**config.mk**
```make
export PLATFORM = sky130hd
export DESIGN_NAME = clint_timer
export DESIGN_NICKNAME = d
export VERILOG_FILES = /design/src/rtl/clint_pkg.sv /design/src/rtl/clint_prescaler.sv /design/src/rtl/clint_timer.sv
export SDC_FILE = /design/constraint.sdc
export NUM_CORES = 1
export LEC_CHECK = 0
export CAP_MARGIN = 20
export CORE_MARGIN = 2
export CORE_UTILIZATION = 45
export DETAILED_ROUTE_END_ITERATION = 10
export DONT_BUFFER_PORTS = 1
export HOLD_SLACK_MARGIN = 0.05
export PLACE_DENSITY_LB_ADDON = 0.2
export SYNTH_ARGS = -nofsm -noshare
export SYNTH_HDL_FRONTEND = slang
export SYNTH_SLANG_ARGS = --single-unit
```
**constraint.sdc**
```tcl
create_clock -name CLK -period 4.24 [get_ports CLK]
set_clock_uncertainty 0.1 [all_clocks]
set_input_delay 0.424 -clock CLK [delete_from_list [all_inputs] [get_ports CLK]]
set_output_delay 0.424 -clock CLK [all_outputs]
set_load 0.02 [all_outputs]
```
**src/rtl/clint_pkg.sv**
```systemverilog
// -----------------------------------------------------------------------------
// clint_pkg
// Address map and shared types for the CLINT-style machine timer. This package
// is shared by clint_timer and the MMIO decoder that routes accesses to it.
// Contents:
//   CLINT_* localparams  byte addresses of the register windows
//   clint_time_t         64-bit mtime / mtimecmp value
//   msip_addr, cmp_lo_addr, cmp_hi_addr  per-hart register addresses
// -----------------------------------------------------------------------------
package clint_pkg;

    localparam logic [15:0] CLINT_MSIP_BASE     = 16'h0000;
    localparam logic [15:0] CLINT_MTIMECMP_BASE = 16'h4000;
    localparam logic [15:0] CLINT_DIV_ADDR      = 16'hBFF0;
    localparam logic [15:0] CLINT_MTIME_LO      = 16'hBFF8;
    localparam logic [15:0] CLINT_MTIME_HI      = 16'hBFFC;

    typedef logic [63:0] clint_time_t;

    function automatic logic [15:0] msip_addr(input int h);
        return CLINT_MSIP_BASE + 16'(4 * h);
    endfunction

    function automatic logic [15:0] cmp_lo_addr(input int h);
        return CLINT_MTIMECMP_BASE + 16'(8 * h);
    endfunction

    function automatic logic [15:0] cmp_hi_addr(input int h);
        return CLINT_MTIMECMP_BASE + 16'(8 * h + 4);
    endfunction

endpackage

```
**src/rtl/clint_prescaler.sv**
```systemverilog
// -----------------------------------------------------------------------------
// clint_prescaler
// Tick divider for mtime: the counter runs 0..div and asserts tick while it
// equals div, so mtime advances once every (div+1) clock cycles.
// Ports:
//   CLK     system clock
//   RST_N   synchronous active-low reset
//   div     divisor register value
//   div_wr  divisor being written this cycle; restarts the count
//   tick    mtime increment enable for this cycle
// -----------------------------------------------------------------------------
module clint_prescaler #(
    parameter int unsigned PRESC_W = 8
) (
    input  logic               CLK,
    input  logic               RST_N,
    input  logic [PRESC_W-1:0] div,
    input  logic               div_wr,
    output logic               tick
);

    logic [PRESC_W-1:0] cnt;

    assign tick = (cnt == div);

    always_ff @(posedge CLK) begin
        if (!RST_N) begin
            cnt <= '0;
        end else if (div_wr || tick) begin
            cnt <= '0;
        end else begin
            cnt <= cnt + PRESC_W'(1);
        end
    end

endmodule

```
**src/rtl/clint_timer.sv**
```systemverilog
// -----------------------------------------------------------------------------
// clint_timer
// Multi-hart machine timer: one shared 64-bit mtime with a programmable tick
// prescaler, one 64-bit mtimecmp per hart, registered per-hart timer IRQs and
// a 32-bit register port with a one-cycle registered response.
// Optional feature macro: CLINT_MSIP_EN (per-hart msip registers driving
// soft_int; without it the msip window reads 0 and soft_int is tied low).
// Ports:
//   CLK, RST_N        clock, synchronous active-low reset
//   req, we           access request (one access per asserted cycle), write
//   addr, wdata       byte address (addr[1:0] ignored), write data
//   rdata, ack        read data and completion, one cycle after req
//   mtime_h, mtime_l  current mtime halves
//   timer_int         bit h = (mtime >= mtimecmp[h])
//   soft_int          per-hart msip
// -----------------------------------------------------------------------------
module clint_timer
    import clint_pkg::*;
#(
    parameter int unsigned NUM_HARTS = 1,
    parameter int unsigned PRESC_W   = 8,
    parameter int unsigned PRESC_RST = 0
) (
    input  logic                 CLK,
    input  logic                 RST_N,
    input  logic                 req,
    input  logic                 we,
    input  logic [15:0]          addr,
    input  logic [31:0]          wdata,
    output logic [31:0]          rdata,
    output logic                 ack,
    output logic [31:0]          mtime_h,
    output logic [31:0]          mtime_l,
    output logic [NUM_HARTS-1:0] timer_int,
    output logic [NUM_HARTS-1:0] soft_int
);

    logic [15:0]        addr_w;
    logic               unused_addr_bits;
    logic               wr;
    logic               div_wr;
    logic               tick;
    logic [PRESC_W-1:0] div;
    clint_time_t        mtime;
    clint_time_t        mtime_nxt;
    clint_time_t        cmp     [NUM_HARTS];
    clint_time_t        cmp_nxt [NUM_HARTS];
    logic [NUM_HARTS-1:0] ti_nxt;
    logic [31:0]        rd_nxt;

    assign addr_w           = {addr[15:2], 2'b00};
    assign unused_addr_bits = ^addr[1:0];
    assign wr               = req & we;
    assign div_wr           = wr && (addr_w == CLINT_DIV_ADDR);
    assign mtime_h          = mtime[63:32];
    assign mtime_l          = mtime[31:0];

    clint_prescaler #(.PRESC_W(PRESC_W)) u_presc (
        .CLK    (CLK),
        .RST_N  (RST_N),
        .div    (div),
        .div_wr (div_wr),
        .tick   (tick)
    );

`ifdef CLINT_MSIP_EN
    logic [NUM_HARTS-1:0] msip;

    always_ff @(posedge CLK) begin
        if (!RST_N) begin
            msip <= '0;
        end else begin
            for (int h = 0; h < NUM_HARTS; h++) begin
                if (wr && (addr_w == msip_addr(h))) msip[h] <= wdata[0];
            end
        end
    end

    assign soft_int = msip;
`else
    assign soft_int = '0;
`endif

    // A register write takes priority over a tick landing in the same cycle.
    always_comb begin
        mtime_nxt = mtime;
        if (wr && (addr_w == CLINT_MTIME_LO)) begin
            mtime_nxt[31:0] = wdata;
        end else if (wr && (addr_w == CLINT_MTIME_HI)) begin
            mtime_nxt[63:32] = wdata;
        end else if (tick) begin
            mtime_nxt = mtime + 64'd1;
        end
    end

    // The IRQ compare uses next-state values so it lines up with the edge
    // that updates mtime/mtimecmp.
    always_comb begin
        ti_nxt = '0;
        for (int h = 0; h < NUM_HARTS; h++) begin
            cmp_nxt[h] = cmp[h];
            if (wr && (addr_w == cmp_lo_addr(h))) cmp_nxt[h][31:0]  = wdata;
            if (wr && (addr_w == cmp_hi_addr(h))) cmp_nxt[h][63:32] = wdata;
            ti_nxt[h] = (mtime_nxt >= cmp_nxt[h]);
        end
    end

    always_comb begin
        rd_nxt = '0;
        if (addr_w == CLINT_DIV_ADDR) rd_nxt = 32'(div);
        if (addr_w == CLINT_MTIME_LO) rd_nxt = mtime[31:0];
        if (addr_w == CLINT_MTIME_HI) rd_nxt = mtime[63:32];
        for (int h = 0; h < NUM_HARTS; h++) begin
            if (addr_w == cmp_lo_addr(h)) rd_nxt = cmp[h][31:0];
            if (addr_w == cmp_hi_addr(h)) rd_nxt = cmp[h][63:32];
`ifdef CLINT_MSIP_EN
            if (addr_w == msip_addr(h)) rd_nxt = {31'b0, msip[h]};
`endif
        end
    end

    always_ff @(posedge CLK) begin
        if (!RST_N) begin
            mtime     <= '0;
            div       <= PRESC_W'(PRESC_RST);
            ack       <= 1'b0;
            rdata     <= '0;
            timer_int <= '0;
            for (int h = 0; h < NUM_HARTS; h++) cmp[h] <= '1;
        end else begin
            mtime     <= mtime_nxt;
            timer_int <= ti_nxt;
            ack       <= req;
            if (req) rdata <= rd_nxt;
            if (div_wr) div <= wdata[PRESC_W-1:0];
            for (int h = 0; h < NUM_HARTS; h++) cmp[h] <= cmp_nxt[h];
        end
    end

endmodule

```
# Word level (Yosys, flattened, before mapping)
# Memory sizes are Yosys's and may differ from the RTL's.
# Cells that the tools add are included.
[totals] register_bits=114 ramBits=64 elab_cells=42 mem_count=1
[classes] add_sub_neg=2 magnitude_cmp=1 n_eq_ne=6 mux=16 n_bitwise=2 n_reduce_logical=8
[mem_list] memory="cmp" words=1 word_bits=64 read_ports=1 rd_ports_with_merged_regs=0 write_ports=1 line="clint_timer.sv:46" text="clint_time_t cmp [NUM_HARTS];"
[ops] operator="$mux 32" n=10
[ops] operator="$mux 64" n=2
[ops] operator="$add 64x1->64 const B" n=1
[ops] operator="$ge 64x64->1" n=1
[ops] operator="$reduce_or 64->1" n=1
[ops] operator="$eq 14x14->1 const B" n=3
[ops] operator="$eq 14x13->1 const B" n=2
[ops] operator="$add 8x1->8 const B" n=1
[ops] operator="$eq 8x8->1" n=1
[ops] operator="$mux 8" n=1
[ops] operator="$logic_and 1x1->1" n=5
[ops] operator="$mux 1" n=3
[ops] operator="$reduce_or 2->1" n=1
[ops] operator="$and 1x1->1" n=1
[ops] operator="$logic_or 1x1->1" n=1
[ops] operator="$not 1->1" n=1

# Depth between registers and ports, before layout
# Gate-level depths: netlist of the first run.
[logic_depth] word_depth=6 ltp_mapped=16 mapped_depth_nobuf=14

# Modules after synthesis
# From an unflattened synthesis of the first run, not the netlist that was laid out.
[unflattened] cells_unflattened=1320 hier_area_um2=10889.2
[by_module_without_submodules] module="clint_timer" instances=1 cells_each=1273 area_per_inst_um2=10421.2
[by_module_without_submodules] module="clint_prescaler" instances=1 cells_each=47 area_per_inst_um2=467.9

# Worst setup path before layout of the first run
# No wires, ideal clock.
[synth_timing] path_type="input port to flip-flop" startpoint="input port addr[14]" endpoint="register timer_int" arrival_time_ps=3595 t_required_ps=4009 setup_slack_ps=414 cell_stages=14 path_buffers=1 cell_sequence="nand4b_2 or4_4 nor2_2 buf_2 nor2_1 xor2_1 o21ai_0 ha_1 nand2b_1 a2111oi_0 nor4b_1 or4_1 a211oi_1 o21ai_0"
[synth_via] elab_chain_cells=5 word_cells_on_any_way=15 classes_between="1 x order compare; 4 x eq/ne; 6 x mux; 4 x reduce/logical"
[synth_lines] element="start, declared" line="clint_timer.sv:28" text="input logic [15:0] addr,"
[synth_lines] element="$eq 14x14->1" line="clint_timer.sv:89" text="end else if (wr && (addr_w == CLINT_MTIME_HI)) begin"
[synth_lines] element="$logic_and 1x1->1" line="clint_timer.sv:89"
[synth_lines] element="$mux 32" line="clint_timer.sv:89"
[synth_lines] element="$mux 32" line="clint_timer.sv:87" text="if (wr && (addr_w == CLINT_MTIME_LO)) begin"
[synth_lines] element="$ge 64x64->1 (*)" line="clint_timer.sv:104" text="ti_nxt[h] = (mtime_nxt >= cmp_nxt[h]);"
[synth_lines] element="end signal, assigned" line="clint_timer.sv:132" text="timer_int <= ti_nxt;"
[synth_lines] element="end, declared" line="clint_timer.sv:34" text="output logic [NUM_HARTS-1:0] timer_int,"
# Mark *: on every way between the ends. The rest lies on a longest branch, timed or not.
# A chain may end at the register's enable or synchronous reset.

# Worst setup path in the final report of the first run
[layout_timing] startpoint="register u_presc.cnt[2]" endpoint="register timer_int"
[layout_via] elab_chain_cells=5 word_cells_on_any_way=7 classes_between="1 x order compare; 1 x eq/ne; 5 x mux"
[layout_lines] element="start, declared" line="clint_prescaler.sv:22" text="logic [PRESC_W-1:0] cnt;"
[layout_lines] element="start signal, assigned" line="clint_prescaler.sv:32" text="cnt <= cnt + PRESC_W'(1);"
[layout_lines] element="$eq 8x8->1 (*)" line="clint_prescaler.sv:24" text="assign tick = (cnt == div);"
[layout_lines] element="$mux 64 (*)" line="clint_timer.sv:91" text="end else if (tick) begin"
[layout_lines] element="$mux 32" line="clint_timer.sv:89"
[layout_lines] element="$mux 32" line="clint_timer.sv:87"
[layout_lines] element="$ge 64x64->1 (*)" line="clint_timer.sv:104"
# Marks and branches as above.

==> impl_metrics.yaml, run 1 <==
logic_synthesis:
  ys_seq_elements: 178
  synth_flop_cell: "dfxtp_1"
  synth_cells: 1292
  syn_area_sq_mm: 0.0110
  synth_area_leader_cell: "dfxtp_1"
  synth_edf_count: 0
  synth_simple_gate_area_share_pct: 23.6
  synth_top_family_by_area: "simple AND/OR/NAND/NOR gates"
  ys_types: 80
  synth-xor-area-share_pct: 3.34
  synthAdderAreaFrac_pct: 7.51
  async_reset_ff_share_pct: 0
  synth_compound_area_share_pct: 17.2
  syn_nets: 1410
  syn_area_per_cell_sq_um: 8.51
  synth_top_area_share_pct: 32.4
  netlist_top_cells_area: "dfxtp_1, mux2i_1, ha_1"
  synthMuxAreaShare_pct: 12.2
  synth-warning-count: 0
  ys_seq_area_share_pct: 32.4
cts:
  cts_buffers: 17
  postCtsSetupBuffers: 0
  cts_buffer_depth: 2
  cts_tree: "done"
  clkLatencyLatePin_ns: 0.45
  cts.clk_slew.worst_paths_ns: 0.07
  clk_root_buffer_cell: "clkbuf_16"
  htree_levels: 4
  clock_sinks: 178
power:
  p_int_mw: 2.71
  pwr-share-seq_pct: 48.2
  power_frac_clock_pct: 47.0
  swShare_pct: 24.3
  finalPower_mw: 3.57
  power_frac_comb_pct: 4.8
  peakVddDrop_mv: 0.184
  p_per_area_mw_per_mm2: 277
  p_leak_nw: 5.09
  p_switching_mw: 0.869
critical_path:
  crit_path_end_kind: "flop"
  cp.arrival_ns: 4.31
  critPathSlowestCell: "a2111oi_1"
  crit_type: "reg -> reg"
  crit_top_cell: "o21ai_0"
  critPathMaxFanout: 5
  start_kind: "flop"
  crit_required_ns: 4.46
  path_cells: "xnor2_1 > and4_2 > nand2_2 > nor2_1 > xor2_1 > o21ai_0 > ha_1 > nand2b_1 > a2111oi_1 > buf_4 > nor4b_2 > or4_1 > a211oi_1 > o21ai_0"
  critPathMaxStageDelay_ns: 0.58
detailed_routing:
  dr.pass1.iters: 7
  wire_per_inst_um: 22.9
  drt_iter0_drc: 1013
  ant_nets: 0
  vias: 10837
  routed_wl_um: 39100
  drcViolationCount: 0
  vias_per_cell: 6.33
timing:
  slew_headroom_pct: 30.3
  worst_pin_slew_ns: 1.05
  finalCritPeriodShare_pct: 96.6
  hold_viol_final: 0
  setup_tns_ns: 0
  slew_violations: 0
  setup_violations: 0
  clock.fmax_mhz: 244
  period_needed_ns: 4.10
hold_path:
  hold_path_class: "in -> reg"
placed_design:
  dp_hpwl_um: 27800
  port_buffers: 0
  place_congestion: 0.917
grt:
  grt_use_total_pct: 30.3
  grt_max_degree: 81
  grt.overflow.total: 0
  grt_pass1_wl_um: 60500
  grt_pass1_vias: 10401
  grt_antenna_before_repair: 0
layout:
  antenna_cells: 0
  nFillCells: 2264
  layout.nets: 1492
  area_delta_synth_final_pct: 17.1
  layout-drive-gt1-share_pct: 13.9
floorplan:
  die-area_sq_mm: 0.0257
  chipWidth_um: 160
  io_pins: 151
  start_util_pct: 45.5
  num_rows: 57
  core_sq_mm: 0.0242
  die_h_um: 160
status:
  status: "completed"
flow_run:
  drv_cap: 0
==> worst max-delay path, delay by kind of cell, from the launching register on <==
kind	cells	cell delay, ns
DFF	1	0.44
buffers and inverters	1	0.21
adders and majority gates	1	0.30
AOI/OAI and AO/OA	4	1.02
xor gates and xnor gates	2	0.36
and+or+nand+nor	6	1.53
==> area by class of cell <==
cell class / count / area (sq um) / share of cell area (%)
inverters: 16 / 61.3 / 0.476
well taps: 324 / 405 / 3.15
multi-input cells: 1019 / 7090 / 55.1
flip-flops and latches: 178 / 3560 / 27.7
repair buffers: 142 / 1150 / 8.96
clock buffers: 18 / 429 / 3.33
clock inverters: 14 / 176 / 1.37
==> path summary, 6_finish.rpt <==
kind                        from        end  slack (ns)  cells after the start
setup reg to reg  u_presc.cnt[2]  timer_int        0.14                     14
hold / removal          wdata[6]  cmp[0][6]        0.05                      2
setup / recovery  u_presc.cnt[2]  timer_int        0.14                     14
hold reg to reg           div[5]     div[5]        0.38                      2
==> kinds of logic after synthesis <==
| kind of cell | Yosys count |
|---|---|
| buffers and inverters | 95 |
| XOR/XNOR | 42 |
| adder cells (fa/ha/maj) | 66 |
| multiplexers | 134 |
| AND/OR/NAND/NOR | 495 |
| AO/OA/AOI/OAI | 281 |
| flip-flops | 178 |
| other | 1 |
==> sequential cells by signal (all words and copies together), names as in the netlist <==
signal and flops:
timer_int 1, div 8, cmp 64, u_presc.cnt 8
mtime 64, ack 1, rdata 32
==> timing repair <==
item / in CTS / in global routing
hold buffers: 29 / 0
hold endpoints to repair: 95 / 0
gates resized for setup: 0 / 8
setup endpoints to repair: 0 / 1
==> cell usage in the layout (no fill, tap or decap), types with 27 or more instances in the layout <==
cell           instances
nand4_1               40
ha_1                  66
a21oi_1               82
dfxtp_1              178
a211oi_1              40
nand2_1              133
nor3_1                35
nor2_1               121
xnor2_1               30
o221ai_1              27
mux2i_1              129
buf_4                111
dlygate4sd3_1         28
o21ai_0               42
nand3_1               37
==> per-layer routing <==
layer	global-route usage [%]	vias up	routed length, um	part of all wire [%]
met5	0	-	0	0
li1	-	5015	-	-
met3	7.23	103	3320	8.5
met2	48.2	470	17900	46
met4	13.3	0	1510	3.9
met1	39.4	5249	16400	42
==> cell usage after synthesis, types with 5 or more instances <==
library cell and instances:
dfxtp_1 178, nand2_1 134, mux2i_1 129, nor2_1 123, a21oi_1 82, ha_1 66, clkbuf_1 54, o21ai_0 42
a211oi_1 40, nand4_1 40, nand3_1 37, nor3_1 36, xnor2_1 30, o221ai_1 27, nor4_1 25, and3_1 20
buf_2 15, inv_1 15, a221oi_1 12, xor2_1 12, o21a_1 11, a21o_1 10, and2_1 10, and4_1 9
nor4_2 8, or4_1 8, a31oi_1 7, or3_1 7, buf_1 5, mux2_2 5, o22ai_1 5
==> power groups by stage <==
stage               combinational, mW  sequential [mW]  clock [mW]
global route                    0.187             1.72        1.76
CTS                             0.170             1.72        1.69
finish                          0.173             1.72        1.68
floorplan                       0.114             1.76           0
global placement                0.124             1.76           0
detailed placement              0.126             1.76           0
==> metrics by stage <==
| step | utilization, % | area [sq um] | std cells | hold slack, ns | setup WS (ns) |
|---|---|---|---|---|---|
| 2_1_floorplan | - | 11000 | 1292 | 0.358 | 0.414 |
| 3_3_place_gp | 49.3 | 11900 | 1648 | 0.367 | -0.0203 |
| 3_5_place_dp | 49.3 | 11900 | 1648 | 0.376 | -0.00867 |
| 4_1_cts | 53.1 | 12800 | 1709 | 0.0511 | 0.110 |
| 5_1_grt | 53.3 | 12900 | 1711 | 0.0525 | -0.0429 |
| 6_report | 53.3 | 12900 | 1711 | 0.0519 | 0.143 |
Note: power is estimated with default switching activity, not from simulation.
==> run 2, diff against run 1 <==
Settings changed: CELL_PAD_IN_SITES_DETAIL_PLACEMENT from default to 0, CELL_PAD_IN_SITES_GLOBAL_PLACEMENT from default to 1.
==> run 2 against run 1 <==
  * Critical path depth fell by 2
  * Sequential share of layout area barely moved
  * Worst setup slack improved by 0.018 ns
  * Register-to-register slack improved by 0.02 ns
  * Combinational power barely moved
  * Critical path type unchanged
==> impl_metrics.yaml, run 2 (synthesized netlist as in run 1, its figures left out) <==
timing:
  finalCritPeriodShare_pct: 96.2
  slew_violations: 0
  slew_headroom_pct: 34.2
  hold_viol_final: 0
  clock.fmax_mhz: 245
  worst_pin_slew_ns: 0.979
  rsz0062_at_grt: "no"
  period_needed_ns: 4.08
  setup_violations: 0
critical_path:
  start_kind: "flop"
  crit_type: "reg -> reg"
  critPathMaxFanout: 4
  r2r_slack_ns: 0.16
  crit_required_ns: 4.51
  crit_path_end_kind: "flop"
  cp.arrival_ns: 4.34
detailed_routing:
  wire_per_inst_um: 23.6
  routed_wl_um: 40300
  drt_iter0_drc: 780
  dr.pass1.iters: 7
  vias: 10595
  drt-met1-wl_um: 17300
  top_layer_used: "met4"
  met2WireLength_um: 19200
  drcViolationCount: 0
  vias_per_cell: 6.20
  dr_wl_met3_um: 3160
  ant_nets: 0
hold_path:
  hold_path_class: "in -> reg"
cts:
  cts_buffers: 17
  clkLatencyLatePin_ns: 0.45
  cts.clk_slew.worst_paths_ns: 0.08
  clock_sinks: 178
  cts_tree: "done"
  cts_buffer_depth: 2
  clk_root_buffer_cell: "clkbuf_16"
  htree_levels: 4
placed_design:
  dp_hpwl_um: 28700
  dpl_cell_area_sq_mm: 0.0120
  port_buffers: 0
  placed_cells: 1648
  place_congestion: 0.913
grt:
  grt_pass1_vias: 10157
  grt_antenna_before_repair: 0
  grt_max_degree: 82
  grt_use_total_pct: 31.0
  grt_pass1_wl_um: 61500
  grt.overflow.total: 0
status:
  status: "completed"
flow_run:
  drv_cap: 0
floorplan:
  chipWidth_um: 160
  die_h_um: 160
  start_util_pct: 45.5
  io_pins: 151
  core_sq_mm: 0.0242
  die-area_sq_mm: 0.0257
  num_rows: 57
layout:
  reg.largest.list: "cmp x64, mtime x64, rdata x32"
  antenna_cells: 0
  final_util_pct: 53.3
  fin_cells: 1709
  final_area_sq_mm: 0.0129
  layout.nets: 1490
  layout-drive-gt1-share_pct: 14.0
  final_common_cell: "dfxtp_1"
  area_delta_synth_final_pct: 17.2
  final_cell_mix: "dfxtp_1, nand2_1, mux2i_1"
power:
  p_leak_nw: 5.04
  p_per_area_mw_per_mm2: 274
  finalPower_mw: 3.53
  peakVddDrop_mv: 0.246
-- run 2: final timing paths --
path,endpoint,start,cells after the start
setup / recovery,timer_int,mtime[4],12
hold / removal,cmp[0][27],wdata[27],2
setup reg to reg,timer_int,mtime[4],12
hold reg to reg,div[7],div[7],2
-- run 2: per-stage QoR --
stage	setup TNS, ns	setup slack, ns	hold slack, ns
final	0	0.161	0.0531
after floorplan	0	0.414	0.358
after global routing	0	0.0116	0.0504
after global placement	-0.0660	-0.0660	0.366
after CTS	0	0.119	0.0501
after detailed placement	-0.107	-0.107	0.373
-- run 2: where the power goes --
part	internal [mW]	switching [mW]	total (mW)
Clock	0.793	0.843	1.64
Sequential	1.69	0.0327	1.72
Combinational	0.0776	0.0989	0.176
-- run 2: what timing repair did --
item | CTS | global route
hold buffers | 28 | 0
buffers inserted | 0 | 1
endpoints found under the setup margin | 0 | 1
gates resized for setup | 0 | 10
hold endpoints to repair | 97 | 0
-- run 2: final cells by class --
type                       instances  area, sq um
sequential                       178         3570
timing repair buffer             140         1180
multi-input combinational       1019         7090
tap                              324          405
fill                            2293        11300
clock buffer                      17          425
clock inverter                    15          164
inverter                          16         61.3
-- run 2: critical path, cell delays in order (launching register included) --
cell,delay (ns)
dfxtp_1,0.35
nand3_1,0.17
nor4_2,0.43
nand3_1,0.29
or3_1,0.45
nor3_2,0.40
a211oi_1,0.14
ha_1,0.32
nand4_1,0.11
nor2_1,0.27
nand4_1,0.25
or4_1,0.56
o21ai_0,0.16
-- run 2: layer usage --
layer / vias to the layer above / global-route usage (%)
li1: 5025 / -
met1: 5136 / 40.2
met2: 384 / 52.8
met3: 50 / 7.02
met4: 0 / 7.08
met5: - / 0
